===== src/rtl/hazard_ctrl_pkg.sv =====
// Shared pipeline-control definitions: register index width, x0 and the
// sequencing FSM state encoding.
package hazard_ctrl_pkg;

   localparam int unsigned REG_W = 5;
   localparam logic [REG_W-1:0] X0 = 5'd0;

   typedef enum logic [1:0] {
      StRun     = 2'd0,
      StMemWait = 2'd1,
      StHalt    = 2'd2
   } state_e;

endpackage


===== src/rtl/hazard_detect.sv =====
// Load-use comparator: the load in EX writes a register the instruction in ID
// reads. Writes to x0 never create a dependency.
module hazard_detect
   import hazard_ctrl_pkg::*;
(
   input  logic [REG_W-1:0] id_rs1,
   input  logic [REG_W-1:0] id_rs2,
   input  logic             ex_mem_read,
   input  logic [REG_W-1:0] ex_rd,
   output logic             load_use
);

   // Pure combinational match
   always_comb begin
      load_use = ex_mem_read && (ex_rd != X0) && ((ex_rd == id_rs1) || (ex_rd == id_rs2));
   end

endmodule


===== src/rtl/hazard_ctrl.sv =====
// Pipeline sequencing controller: per-stage hold/flush generation, dmem wait
// timeout FSM and stall/flush activity counters.
module hazard_ctrl
   import hazard_ctrl_pkg::*;
#(
   parameter int unsigned WAIT_MAX = 16,
   parameter int unsigned CNT_W    = 32
) (
   input  logic             clk,
   input  logic             reset,
   input  logic [REG_W-1:0] id_rs1,
   input  logic [REG_W-1:0] id_rs2,
   input  logic             ex_mem_read,
   input  logic [REG_W-1:0] ex_rd,
   input  logic             mem_branch,
   input  logic             mem_comp,
   input  logic             mem_req,
   input  logic             dmem_ready,
   output logic             pc_en,
   output logic             if_id_en,
   output logic             id_ex_en,
   output logic             ex_mem_en,
   output logic             if_id_flush,
   output logic             id_ex_flush,
   output logic             ex_mem_flush,
   output logic             mem_wb_flush,
   output logic             pc_src,
   output logic             halted,
   output logic [CNT_W-1:0] stall_cnt,
   output logic [CNT_W-1:0] flush_cnt
);

   localparam int unsigned WaitW = (WAIT_MAX > 1) ? $clog2(WAIT_MAX) : 1;
   // Counter value during the last permitted not-ready MEM_WAIT cycle
   localparam logic [WaitW-1:0] WaitLast = WaitW'(WAIT_MAX - 1);

   state_e           state_q, state_d;
   logic [WaitW-1:0] wait_cnt_q, wait_cnt_d;
   logic [CNT_W-1:0] stall_cnt_q, stall_cnt_d;
   logic [CNT_W-1:0] flush_cnt_q, flush_cnt_d;

   logic load_use;
   logic branch_taken;
   logic mem_stall;

   hazard_detect u_hazard_detect (
      .id_rs1      (id_rs1),
      .id_rs2      (id_rs2),
      .ex_mem_read (ex_mem_read),
      .ex_rd       (ex_rd),
      .load_use    (load_use)
   );

   assign branch_taken = mem_branch & mem_comp;
   assign mem_stall    = mem_req & ~dmem_ready;

   // Stage controls: mem_stall > branch_taken > load_use > normal; HALT freezes all
   always_comb begin
      pc_en        = 1'b1;
      if_id_en     = 1'b1;
      id_ex_en     = 1'b1;
      ex_mem_en    = 1'b1;
      if_id_flush  = 1'b0;
      id_ex_flush  = 1'b0;
      ex_mem_flush = 1'b0;
      mem_wb_flush = 1'b0;
      pc_src       = 1'b0;
      if (state_q == StHalt) begin
         pc_en     = 1'b0;
         if_id_en  = 1'b0;
         id_ex_en  = 1'b0;
         ex_mem_en = 1'b0;
      end else if (mem_stall) begin
         pc_en        = 1'b0;
         if_id_en     = 1'b0;
         id_ex_en     = 1'b0;
         ex_mem_en    = 1'b0;
         // Bubble into WB so the stalled MEM instruction does not retire twice
         mem_wb_flush = 1'b1;
      end else if (branch_taken) begin
         // Squash the three younger instructions, including any load-use victim
         pc_src       = 1'b1;
         if_id_flush  = 1'b1;
         id_ex_flush  = 1'b1;
         ex_mem_flush = 1'b1;
      end else if (load_use) begin
         pc_en       = 1'b0;
         if_id_en    = 1'b0;
         id_ex_flush = 1'b1;
      end
   end

   // FSM next state and wait counter
   always_comb begin
      state_d    = state_q;
      wait_cnt_d = wait_cnt_q;
      unique case (state_q)
         StRun: begin
            wait_cnt_d = '0;
            if (mem_stall) state_d = StMemWait;
         end
         StMemWait: begin
            wait_cnt_d = wait_cnt_q + WaitW'(1);
            if (dmem_ready) begin
               state_d = StRun;
            end else if (wait_cnt_q == WaitLast) begin
               state_d = StHalt;
            end
         end
         StHalt: begin
            state_d = StHalt;
         end
         default: begin
            state_d    = StRun;
            wait_cnt_d = '0;
         end
      endcase
   end

   // Performance counters, free-running and wrapping
   always_comb begin
      stall_cnt_d = stall_cnt_q;
      flush_cnt_d = flush_cnt_q;
      if ((state_q != StHalt) && !pc_en) stall_cnt_d = stall_cnt_q + CNT_W'(1);
      if (pc_src) flush_cnt_d = flush_cnt_q + CNT_W'(1);
   end

   // State registers with synchronous reset
   always_ff @(posedge clk) begin
      if (reset) begin
         state_q     <= StRun;
         wait_cnt_q  <= '0;
         stall_cnt_q <= '0;
         flush_cnt_q <= '0;
      end else begin
         state_q     <= state_d;
         wait_cnt_q  <= wait_cnt_d;
         stall_cnt_q <= stall_cnt_d;
         flush_cnt_q <= flush_cnt_d;
      end
   end

   assign halted    = (state_q == StHalt);
   assign stall_cnt = stall_cnt_q;
   assign flush_cnt = flush_cnt_q;

endmodule


===== config.mk =====
export PLATFORM = sky130hd
export DESIGN_NAME = hazard_ctrl
export DESIGN_NICKNAME = d
export VERILOG_FILES = /design/src/rtl/hazard_ctrl_pkg.sv /design/src/rtl/hazard_detect.sv /design/src/rtl/hazard_ctrl.sv
export SDC_FILE = /design/constraint.sdc
export NUM_CORES = 1
export LEC_CHECK = 0
export BUFFER_PORTS_ARGS = -buffer_cell sky130_fd_sc_hd__buf_2
export CAP_MARGIN = 20
export CORE_MARGIN = 2
export CORE_UTILIZATION = 40
export DETAILED_ROUTE_END_ITERATION = 7
export PLACE_DENSITY = 0.66
export SYNTH_ARGS = -nofsm -noshare
export SYNTH_HDL_FRONTEND = slang
export SYNTH_SLANG_ARGS = --single-unit

===== constraint.sdc =====
create_clock -name clk -period 2.1 [get_ports clk]
set_input_delay 0.21 -clock clk [delete_from_list [all_inputs] [get_ports clk]]
set_output_delay 0.21 -clock clk [all_outputs]
set_load 0.05 [all_outputs]

# == Word level (Yosys, flattened, before mapping) ==
# Cells that the tools add are included.
# word_totals
in_bits,22
word_cells,46
register_bits,70
# op_classes
n_reduce_logical,8
n_mux,20
n_eq_ne,8
bitwise,3
addsub,3
# ops
operator,n
adder 32 x 1 -> 32 bit (second input constant),2
2-to-1 mux 1 bit,15
== test 5 bit,2
case mux 4 bit (2 select lines),1
2-to-1 mux 2 bit,3
case mux 2 bit (3 select lines),1
nonzero test 5 bit,1
adder 4 x 1 -> 4 bit (second input constant),1
== test 4 bit (second input constant),1
!= test 2 bit (second input constant),2
logical AND 1 bit,3
!= test 3 bit (second input constant),1
AND 1 bit,2
== test 2 x 1 -> 1 bit (second input constant),1
== test 2 bit (second input constant),1
logical NOT 2 bit,1
AND reduction 2 bit,1
logical NOT 1 bit,1
logical OR 1 bit,1
inverter 1 bit,1

# == Longest topological paths before layout ==
# Gate-level depths: netlist (run 1).
# depth
depth_word,9
mapped_depth,8
ltp_nobuf,7

# == Hierarchy ==
# Synthesis (run 1) repeated with hierarchy kept, for this count alone.
# unflattened
cells_unflattened,407
hier_area_um2,3394.5
# by_module_without_submodules
module,area_each_um2,cells_per_inst,instances
hazard_ctrl,3269.4,390,1
hazard_detect,125.1,17,1

# == Worst setup path after synthesis (run 1) ==
# Ideal clock, no wire load.
# synth_timing
path_type,input to output
start,input ex_rd[0]
end,output pc_en
required_ps,1890
setup_slack_ps,-278
path_stages,4
n_path_buf,1
arrival_time_ps,2168
path_cell_list,or4_1 -> o21a_1 -> a31oi_1 -> buf_4
# synth_via
elab_chain_cells,7
word_cells_on_any_way,10
cone_classes,eq/ne (2); mux (4); reduce/logical (4)
# synth_lines
item,line,source
from (decl),hazard_ctrl.sv:14,"input logic [REG_W-1:0] ex_rd,"
== test 5 bit / nonzero test 5 bit (equally long branches),hazard_detect.sv:15,load_use = ex_mem_read && (ex_rd != X0) && ((ex_rd == id_rs1) || (ex_rd == id_rs2));
logical OR 1 bit / logical AND 1 bit (equally long branches),hazard_detect.sv:15,
logical AND 1 bit *,hazard_detect.sv:15,
2-to-1 mux 1 bit * (4 in series),--,
to (decl),hazard_ctrl.sv:19,"output logic pc_en,"
# Mark *: on every way between the ends. The rest lies on a longest branch, timed or not.

# == Worst setup path in the final report (run 1) ==
# layout_timing
start,"register flush_cnt_q[0], in the netlist flush_cnt[0]"
end,"register flush_cnt_q[14], in the netlist flush_cnt[14]"
# layout_via
elab_chain_cells,1
# layout_lines
item,line,source
from (decl),hazard_ctrl.sv:40,"logic [CNT_W-1:0] flush_cnt_q, flush_cnt_d;"
from (signal assigned),hazard_ctrl.sv:139,flush_cnt_q <= flush_cnt_d;
adder 32 x 1 -> 32 bit,hazard_ctrl.sv:125,if (pc_src) flush_cnt_d = flush_cnt_q + CNT_W'(1);
# No other way between the ends.
# A chain may end at the register's enable or synchronous reset.

==> impl_metrics.json, run 1 <==
{
  "final_cells": 625,
  "final_nets": 541,
  "ys_seq_elements": 70,
  "die_x_um": 96.5,
  "insertion_delay_ns": 0.34,
  "pwr-share-seq": 0.489,
  "criticalPathCategory": "flip-flop to flip-flop",
  "ant_nets": 0,
  "fin_ws_ns": 0.0785,
  "htreeDepth": 3,
  "startpoint_type": "flip-flop",
  "clock.fmax_ghz": 0.495,
  "synth_area_um2": 3420,
  "cts_hold_buffers": 0,
  "wl_per_cell_um": 14.2,
  "synth_top_family_by_area": "simple AND/OR/NAND/NOR gates",
  "syn_area_per_cell_um2": 8.41,
  "dpl_cell_area_um2": 4190,
  "cp_cell_sequence": "ha_1, nand2_1, or4_4, or3_4, or3_1, a21oi_1",
  "dr.pass1.iters": 4,
  "synth-xor-area-share": 0.105,
  "cts_buffers": 9,
  "hold_viol_final": 0,
  "slew_headroom": 0.684,
  "synthSimpleGateAreaFrac": 0.296,
  "grt_pass1_wl_um": 14000,
  "final-seq-area_um2": 1420,
  "synth_common_cells": "dfxtp_1, nor2_1, nand2_1",
  "finalSetupViolations": 0,
  "placementRows": 33,
  "end_kind": "flip-flop",
  "placedCellCount": 610,
  "cts.sinks": 70,
  "finalSetupTns_ns": 0,
  "clockBufferDepth": 2,
  "netlist_instances": 407,
  "synth_compound_gate_area_share": 0.137,
  "via_per_inst": 5.48,
  "skew_ns": 0.0109,
  "hold_class": "input pin to flip-flop",
  "gp_congestion": 0.840,
  "post-route-util": 0.532,
  "cts_tree": "done",
  "post-place-ws_ns": 0.0323,
  "yosys.area.top_type": "dfxtp_1",
  "p_comb_frac": 0.096,
  "crit_arrival_ns": 2.29,
  "syn_nets": 432,
  "finalCriticalPeriod_ns": 2.02,
  "grt_use_total": 0.193,
  "yosys.area_share.adder": 0.0110,
  "grt_pass1_vias": 2982,
  "ys_types": 41,
  "synth_top_area_frac": 0.409,
  "rsz0062_at_grt": "no",
  "cp_max_fo": 4,
  "path_clk_slew_ns": 0.07,
  "route.detailed.drc": 0,
  "drtIter0Drc": 123,
  "grt_antenna_before_repair": 0,
  "tightest_slew_ns": 0.474,
  "fillerInstances": 805,
  "synth_most_common_cell": "dfxtp_1",
  "drv_slew": 0,
  "area_delta_synth_final_pct": 28.4,
  "synth_flop_cell": "dfxtp_1",
  "grt-ovfl-total": 0,
  "antennaDiodeCount": 0,
  "required_ns": 2.37,
  "port_buffers": 95,
  "intPower_mw": 2.06,
  "fin_crit_sh": 0.963,
  "crit_path_max_incr_delay_ns": 0.45,
  "hpwl_um": 6390,
  "synth_area_leaders": "dfxtp_1, xor2_1, a21oi_1",
  "coreArea_um2": 8260,
  "vdd_drop_max_uv": 384,
  "initial_core_util": 0.415,
  "slowest_stage": "or4_4",
  "switching_share": 0.251,
  "status": "finished clean",
  "leakagePower_nw": 1.80,
  "synthMuxAreaShare": 0.00585,
  "power_mw": 2.75,
  "switching_power_uw": 692,
  "synth-edff-count": 0,
  "timing.hold.ws_ns": 0.207,
  "ys.warnings.count": 0,
  "stdcell_area_um2": 4390,
  "num_vias": 3422,
  "dieHeight_um": 96.5,
  "max_cap_viol_count": 0,
  "synthArstFlopShare": 0,
  "grt_max_degree": 35,
  "pwr-share-clk": 0.415,
  "drt-total-wl_um": 8890,
  "powerDensity_nw_per_um2": 626,
  "yosysSeqAreaShare": 0.409,
  "die_area_um2": 9310,
  "clock-root-buffer": "clkbuf_8",
  "io_pins": 96,
  "drive_gt1_frac": 0.310,
  "multiInputGateArea_um2": 1920
}
## placed cells by master, fill, tap and decap left out, types with 2 or more instances in the layout
| master | netlist | layout |
|---|---|---|
| nor2_1 | 48 | 47 |
| dfxtp_2 | 0 | 15 |
| a22oi_1 | 2 | 2 |
| ha_1 | 3 | 3 |
| and2_1 | 2 | 2 |
| buf_2 | 4 | 95 |
| and4_1 | 9 | 9 |
| o31ai_1 | 21 | 21 |
| xnor2_1 | 17 | 17 |
| dfxtp_1 | 70 | 55 |
| o21ai_0 | 12 | 12 |
| or3_1 | 11 | 11 |
| a31oi_2 | 0 | 2 |
| nand4_1 | 14 | 14 |
| xor2_1 | 24 | 24 |
| nor2b_1 | 2 | 2 |
| buf_12 | 0 | 3 |
| nand2_1 | 37 | 37 |
| buf_4 | 4 | 22 |
| nor3_1 | 3 | 3 |
| mux2i_1 | 2 | 2 |
| or4_1 | 22 | 22 |
| and3_1 | 11 | 11 |
| a21oi_1 | 36 | 36 |
| nand3_1 | 17 | 17 |
| inv_1 | 3 | 3 |
| clkbuf_8 | 0 | 12 |
## worst paths after layout
path,start,end,slack [ns],cells past startpoint
worst max-delay path,flush_cnt[0],flush_cnt[14],0.08,6
worst min-delay path,dmem_ready,state_q[1],0.21,4
worst max register to register,flush_cnt[0],flush_cnt[14],0.08,6
worst min register to register,stall_cnt[31],stall_cnt[31],0.48,2
## layout make-up
type                    instances  area share
well taps                     105      0.0299
flip-flops and latches         70       0.323
inverters                       4     0.00399
clock buffers                  12      0.0376
repair buffers                120       0.159
clock inverters                 3     0.00968
multi-input cells             311       0.436
## state kept, by name, summed over array words and instances (netlist names)
name	count
flush_cnt	32
state_q	2
wait_cnt_q	4
stall_cnt	32
## power groups by stage
stage | Clock, mW | Combinational, mW | Sequential (mW)
3_5_place_dp | 0 | 0.263 | 1.38
6_report | 1.14 | 0.263 | 1.35
3_3_place_gp | 0 | 0.260 | 1.38
4_1_cts | 1.17 | 0.264 | 1.35
2_1_floorplan | 0 | 0.159 | 1.39
5_1_grt | 1.23 | 0.282 | 1.35
## repair_timing
action | CTS | global route
endpoints found under the hold margin | 0 | 0
gates resized for setup | 0 | 1
setup buffers | 0 | 0
setup endpoints to repair | 0 | 3
## worst max-delay path: cells and delay by family, from the launching register on
kind                     cells  cell delay, ns
AO/OA/AOI/OAI                1            0.15
AND/OR/NAND/NOR              4            1.26
flip-flops                   1            0.37
adder cells (fa/ha/maj)      1            0.18
## layer usage
| metal | up-vias | part of all wire | GRT usage |
|---|---|---|---|
| li1 | 1695 | - | - |
| met1 | 1639 | 0.49 | 0.263 |
| met2 | 77 | 0.46 | 0.299 |
| met3 | 11 | 0.036 | 0.0326 |
| met4 | 0 | 0.017 | 0.0869 |
| met5 | - | 0 | 0 |
## kinds of logic after synthesis
family / count (synthesis)
xor+xnor: 41
simple gates: 187
mux: 2
fa+ha+maj: 3
buf+inv: 26
flops: 70
compound gates: 78
No activity file was read; power rests on OpenSTA's default activity.
==> run 2: changes to the inputs <==
--- a/config.mk
+++ b/config.mk
@@ -7,10 +7,10 @@
 export LEC_CHECK = 0
 export BUFFER_PORTS_ARGS = -buffer_cell sky130_fd_sc_hd__buf_2
 export CAP_MARGIN = 20
-export CORE_MARGIN = 2
+export CORE_ASPECT_RATIO = 1.75
 export CORE_UTILIZATION = 40
 export DETAILED_ROUTE_END_ITERATION = 7
-export PLACE_DENSITY = 0.66
+export PLACE_DENSITY = 0.65
 export SYNTH_ARGS = -nofsm -noshare
 export SYNTH_HDL_FRONTEND = slang
 export SYNTH_SLANG_ARGS = --single-unit
==> run 2 against run 1 <==
Net effect: clock power increased by 39%; die area decreased by 3.9%; clock-buffer cell count unchanged; maximum frequency increased by 2.2%; first-iteration DRC count decreased by 8.9%; combinational power decreased by 4%; routed wire length decreased by 5.0%; critical path type unchanged; largest cell class unchanged; largest power group is now clock; highest routed layer unchanged.
==> impl_metrics.json, run 2 (same netlist as run 1, synthesis figures left out) <==
{
  "end_kind": "flip-flop",
  "finalSetupViolations": 0,
  "final-seq-area_um2": 1420,
  "cts.sinks": 70,
  "powerDensity_nw_per_um2": 701,
  "hold_class": "input pin to flip-flop",
  "dieHeight_um": 124,
  "final_nets": 540,
  "post-route-util": 0.546,
  "placementRows": 44,
  "gp_congestion": 0.829,
  "drt-total-wl_um": 8440,
  "clock.fmax_ghz": 0.506,
  "intPower_mw": 2.44,
  "tightest_slew_ns": 0.412,
  "required_ns": 2.36,
  "via_per_inst": 5.36,
  "skew_ns": 0.00439,
  "mostFrequentLayoutCells": "buf_2, dfxtp_1, nor2_1, nand2_1, a21oi_1",
  "drtIter0Drc": 112,
  "switching_share": 0.233,
  "criticalPathCategory": "flip-flop to flip-flop",
  "vdd_drop_max_uv": 519,
  "drive_gt1_frac": 0.321,
  "multiInputGateArea_um2": 1940,
  "switching_power_uw": 741,
  "pwr-share-seq": 0.424,
  "p_comb_frac": 0.080,
  "hpwl_um": 6090,
  "placedCellCount": 618,
  "grt_antenna_before_repair": 0,
  "max_cap_viol_count": 0,
  "antennaDiodeCount": 0,
  "die_area_um2": 8950,
  "fillerInstances": 809,
  "cts_tree": "done",
  "hold_viol_final": 0,
  "fin_crit_sh": 0.942,
  "status": "finished clean",
  "startpoint_type": "flip-flop",
  "finalCriticalPeriod_ns": 1.98,
  "port_buffers": 95,
  "num_vias": 3403,
  "finalSetupTns_ns": 0,
  "htreeDepth": 3,
  "cp_max_fo": 5,
  "io_pins": 96,
  "insertion_delay_ns": 0.33,
  "final_cells": 635,
  "route.detailed.drc": 0,
  "leakagePower_nw": 1.83,
  "ant_nets": 0,
  "coreArea_um2": 8310,
  "grt_max_degree": 33,
  "die_x_um": 71.9,
  "slew_headroom": 0.723,
  "crit_arrival_ns": 2.24,
  "clock-root-buffer": "clkbuf_16",
  "cts_buffers": 9,
  "area_delta_synth_final_pct": 32.5,
  "final_common_cell": "buf_2",
  "path_clk_slew_ns": 0.06,
  "grt-ovfl-total": 0,
  "clockBufferDepth": 2,
  "dr.pass1.iters": 4,
  "drv_slew": 0,
  "cts_hold_buffers": 0,
  "grt_use_total": 0.197,
  "grt_pass1_vias": 3186,
  "pwr-share-clk": 0.497,
  "wl_per_cell_um": 13.3,
  "initial_core_util": 0.412,
  "grt_pass1_wl_um": 14100
}
-- run 2: worst max-delay path, cell delays in order, from the launching register on --
cell and delay [ns]:
dfxtp_2 0.35, nand2b_4 0.14, inv_4 0.03, or4_4 0.53, or3_4 0.39, or3_1 0.31, a21oi_1 0.15
-- run 2: repair_timing --
action,in CTS,in global routing
setup buffers,0,1
gates resized for setup,0,8
endpoints found under the hold margin,0,0
endpoints found under the setup margin,0,7
-- run 2: metal layers --
layer | track usage | part of all wire
met1 | 0.207 | 0.41
met2 | 0.365 | 0.55
met3 | 0.0283 | 0.025
met4 | 0.105 | 0.024
met5 | 0 | 0
-- run 2: cell type report --
cell class,count,area share
flip-flops and latches,70,0.314
well taps,115,0.0317
repair buffers,119,0.153
inverters,4,0.00386
clock inverters,4,0.0119
multi-input cells,311,0.427
clock buffers,12,0.0587
-- run 2: worst paths after layout --
| path | startpoint | endpoint | slack [ns] | cells past startpoint |
|---|---|---|---|---|
| max | state_q[0] | flush_cnt[14] | 0.12 | 6 |
| min | dmem_ready | state_q[1] | 0.22 | 4 |
| max reg2reg | state_q[0] | flush_cnt[14] | 0.12 | 6 |
| min reg2reg | stall_cnt[31] | stall_cnt[31] | 0.48 | 2 |
-- run 2: stage by stage --
stage	area (um2)	hold WS, ns	worst slack, ns	power [mW]
2_1_floorplan	3450	0.399	-0.00853	1.55
3_3_place_gp	4180	0.460	0.136	1.63
3_5_place_dp	4180	0.473	0.0828	1.63
4_1_cts	4500	0.212	0.00275	3.21
5_1_grt	4540	0.289	-0.000495	3.29
6_report	4540	0.220	0.122	3.18
-- run 2: power groups by stage --
stage	clock, mW	sequential (mW)	combinational [mW]
floorplan	0	1.39	0.159
global placement	0	1.38	0.252
detailed placement	0	1.38	0.254
CTS	1.61	1.35	0.255
global route	1.67	1.35	0.275
finish	1.58	1.35	0.253
==> run 3: changes to the inputs <==
--- a/config.mk
+++ b/config.mk
@@ -11,6 +11,8 @@
 export CORE_UTILIZATION = 40
 export DETAILED_ROUTE_END_ITERATION = 7
 export PLACE_DENSITY = 0.65
+export RECOVER_POWER = 50
 export SYNTH_ARGS = -nofsm -noshare
 export SYNTH_HDL_FRONTEND = slang
+export SYNTH_HIERARCHICAL = 1
 export SYNTH_SLANG_ARGS = --single-unit
==> run 3 against run 2 <==
Net effect: maximum frequency fell by 0.11%; flip-flop and latch count did not move; sequential power barely moved; non-clock buffer count rose by 1; clock skew rose by 0.0025 ns; register-to-register slack improved by 0.14 ns; sequential share of layout area rose by 1.3 points; largest cell class unchanged.
==> impl_metrics.json, run 3 <==
{
  "drtIter0Drc": 150,
  "antennaDiodeCount": 0,
  "synth_top_family_by_area": "simple AND/OR/NAND/NOR gates",
  "power_mw": 3.28,
  "netlist_instances": 407,
  "max_cap_viol_count": 0,
  "cts_setup_buffers": 0,
  "synth_top_area_frac": 0.413,
  "finalCriticalPeriod_ns": 1.98,
  "criticalPathCategory": "flip-flop to output pin",
  "crit_arrival_ns": 1.77,
  "status": "finished clean",
  "tightest_slew_ns": 0.853,
  "startpoint_type": "flip-flop",
  "synthArstFlopShare": 0,
  "final-seq-area_um2": 1430,
  "clock.fmax_ghz": 0.505,
  "path_clk_slew_ns": 0.06,
  "syn_nets": 432,
  "required_ns": 1.89,
  "finalSetupViolations": 0,
  "slew_headroom": 0.432,
  "syn_area_per_cell_um2": 8.34,
  "dr.pass1.iters": 4,
  "cts_resized": 0,
  "timing.hold.ws_ns": 0.206,
  "fin_ws_ns": 0.120,
  "end_kind": "output pin",
  "synth_compound_gate_area_share": 0.0700,
  "clockBufferDepth": 2,
  "ant_nets": 0,
  "finalSetupTns_ns": 0,
  "stdcell_area_um2": 4390,
  "htreeDepth": 3,
  "synthMuxAreaShare": 0.00590,
  "via_per_inst": 5.28,
  "ys_seq_elements": 70,
  "num_vias": 3253,
  "ys_types": 40,
  "hold_class": "input pin to flip-flop",
  "coreArea_um2": 8260,
  "area_delta_synth_final_pct": 29.4,
  "cts_buffers": 9,
  "powerDensity_nw_per_um2": 747,
  "post-route-util": 0.532,
  "drive_gt1_frac": 0.206,
  "wl_per_cell_um": 13.6,
  "drt-total-wl_um": 8400,
  "grt_use_total": 0.197,
  "cts.sinks": 70,
  "synthSimpleGateAreaFrac": 0.314,
  "synth-xor-area-share": 0.152,
  "grt_antenna_before_repair": 0,
  "rsz0062_at_grt": "no",
  "placedCellCount": 600,
  "final_cells": 616,
  "multiInputGateArea_um2": 1900,
  "route.detailed.drc": 0,
  "grt_pass1_wl_um": 13600,
  "skew_ns": 0.00690,
  "clock-root-buffer": "clkbuf_16",
  "grt_pass1_vias": 3135,
  "yosys.area_share.adder": 0.0111,
  "initial_core_util": 0.411,
  "dieHeight_um": 124,
  "insertion_delay_ns": 0.34,
  "gp_congestion": 0.865,
  "vdd_drop_max_uv": 687,
  "die_area_um2": 8870,
  "synth_area_leaders": "dfxtp_1, xor2_1, nor2_1",
  "fin_crit_sh": 0.943,
  "final_nets": 544,
  "synth_most_common_cell": "dfxtp_1",
  "yosys.area.top_type": "dfxtp_1",
  "grt_max_degree": 42,
  "cp_max_fo": 11,
  "drv_slew": 0,
  "yosysSeqAreaShare": 0.413,
  "io_pins": 96,
  "leakagePower_nw": 1.65,
  "synth-edff-count": 0,
  "dpl_cell_area_um2": 4130,
  "synth_area_um2": 3390,
  "synth_flop_cell": "dfxtp_1",
  "port_buffers": 95,
  "ys.warnings.count": 6,
  "mostFrequentLayoutCells": "nor2_1, clkbuf_1, xor2_1, dfxtp_1, nand3_1",
  "cts_hold_buffers": 0,
  "fillerInstances": 848,
  "cts_tree": "done",
  "placementRows": 44,
  "post-place-ws_ns": -0.177,
  "hold_viol_final": 0,
  "grt-ovfl-total": 0,
  "synth_common_cells": "dfxtp_1, nor2_1, xor2_1",
  "hpwl_um": 6270,
  "die_x_um": 71.6
}
## run 3: changes by cell type after synthesis, moves of 6 or more
cell,delta
xor2_1,+22
o31ai_1,-19
and4_1,-7
nor3_1,+6
and2_1,+6
or4_1,-18
nand3_1,+18
a21oi_1,-20
nor2_1,+18
nand4_1,+11
nand2_1,-12
## run 3: area by class of cell
cell class | count | area share
multi-input cells | 311 | 0.433
clock inverters | 7 | 0.0256
inverters | 7 | 0.00598
clock buffers | 9 | 0.0513
repair buffers | 120 | 0.132
flip-flops and latches | 70 | 0.326
well taps | 92 | 0.0262
## run 3: kinds of logic after synthesis
kind of cell / after synthesis
DFF: 70
muxes: 2
and+or+nand+nor: 206
AOI/OAI and AO/OA: 41
xor gates and xnor gates: 59
adders and majority gates: 3
buffers and inverters: 26
## run 3: worst paths after layout
path | slack (ns) | cells after the start | startpoint | endpoint
setup / recovery | 0.12 | 5 | state_q[1] | ex_mem_flush
hold reg to reg | 0.50 | 2 | flush_cnt[22] | flush_cnt[22]
setup reg to reg | 0.26 | 6 | state_q[1] | flush_cnt[22]
hold / removal | 0.21 | 4 | dmem_ready | state_q[0]
## run 3: per-layer routing
metal | vias up | part of all wire | global-route usage
met5 | - | 0 | 0
met4 | 0 | 0.035 | 0.127
met3 | 25 | 0.035 | 0.0405
met2 | 87 | 0.53 | 0.353
met1 | 1512 | 0.40 | 0.205
li1 | 1629 | - | -
## run 3: worst max-delay path: stages, from the launching register on
cell	delay [ns]
dfxtp_1	0.33
nor2b_1	0.17
buf_4	0.20
nor3_4	0.26
buf_4	0.21
buf_2	0.27
## run 3: power breakdown
part,leakage (nW),switching [mW],internal [mW]
combinational,0.904,0.144,0.0635
clock,0.165,0.573,1.15
sequential,0.577,0.00987,1.34
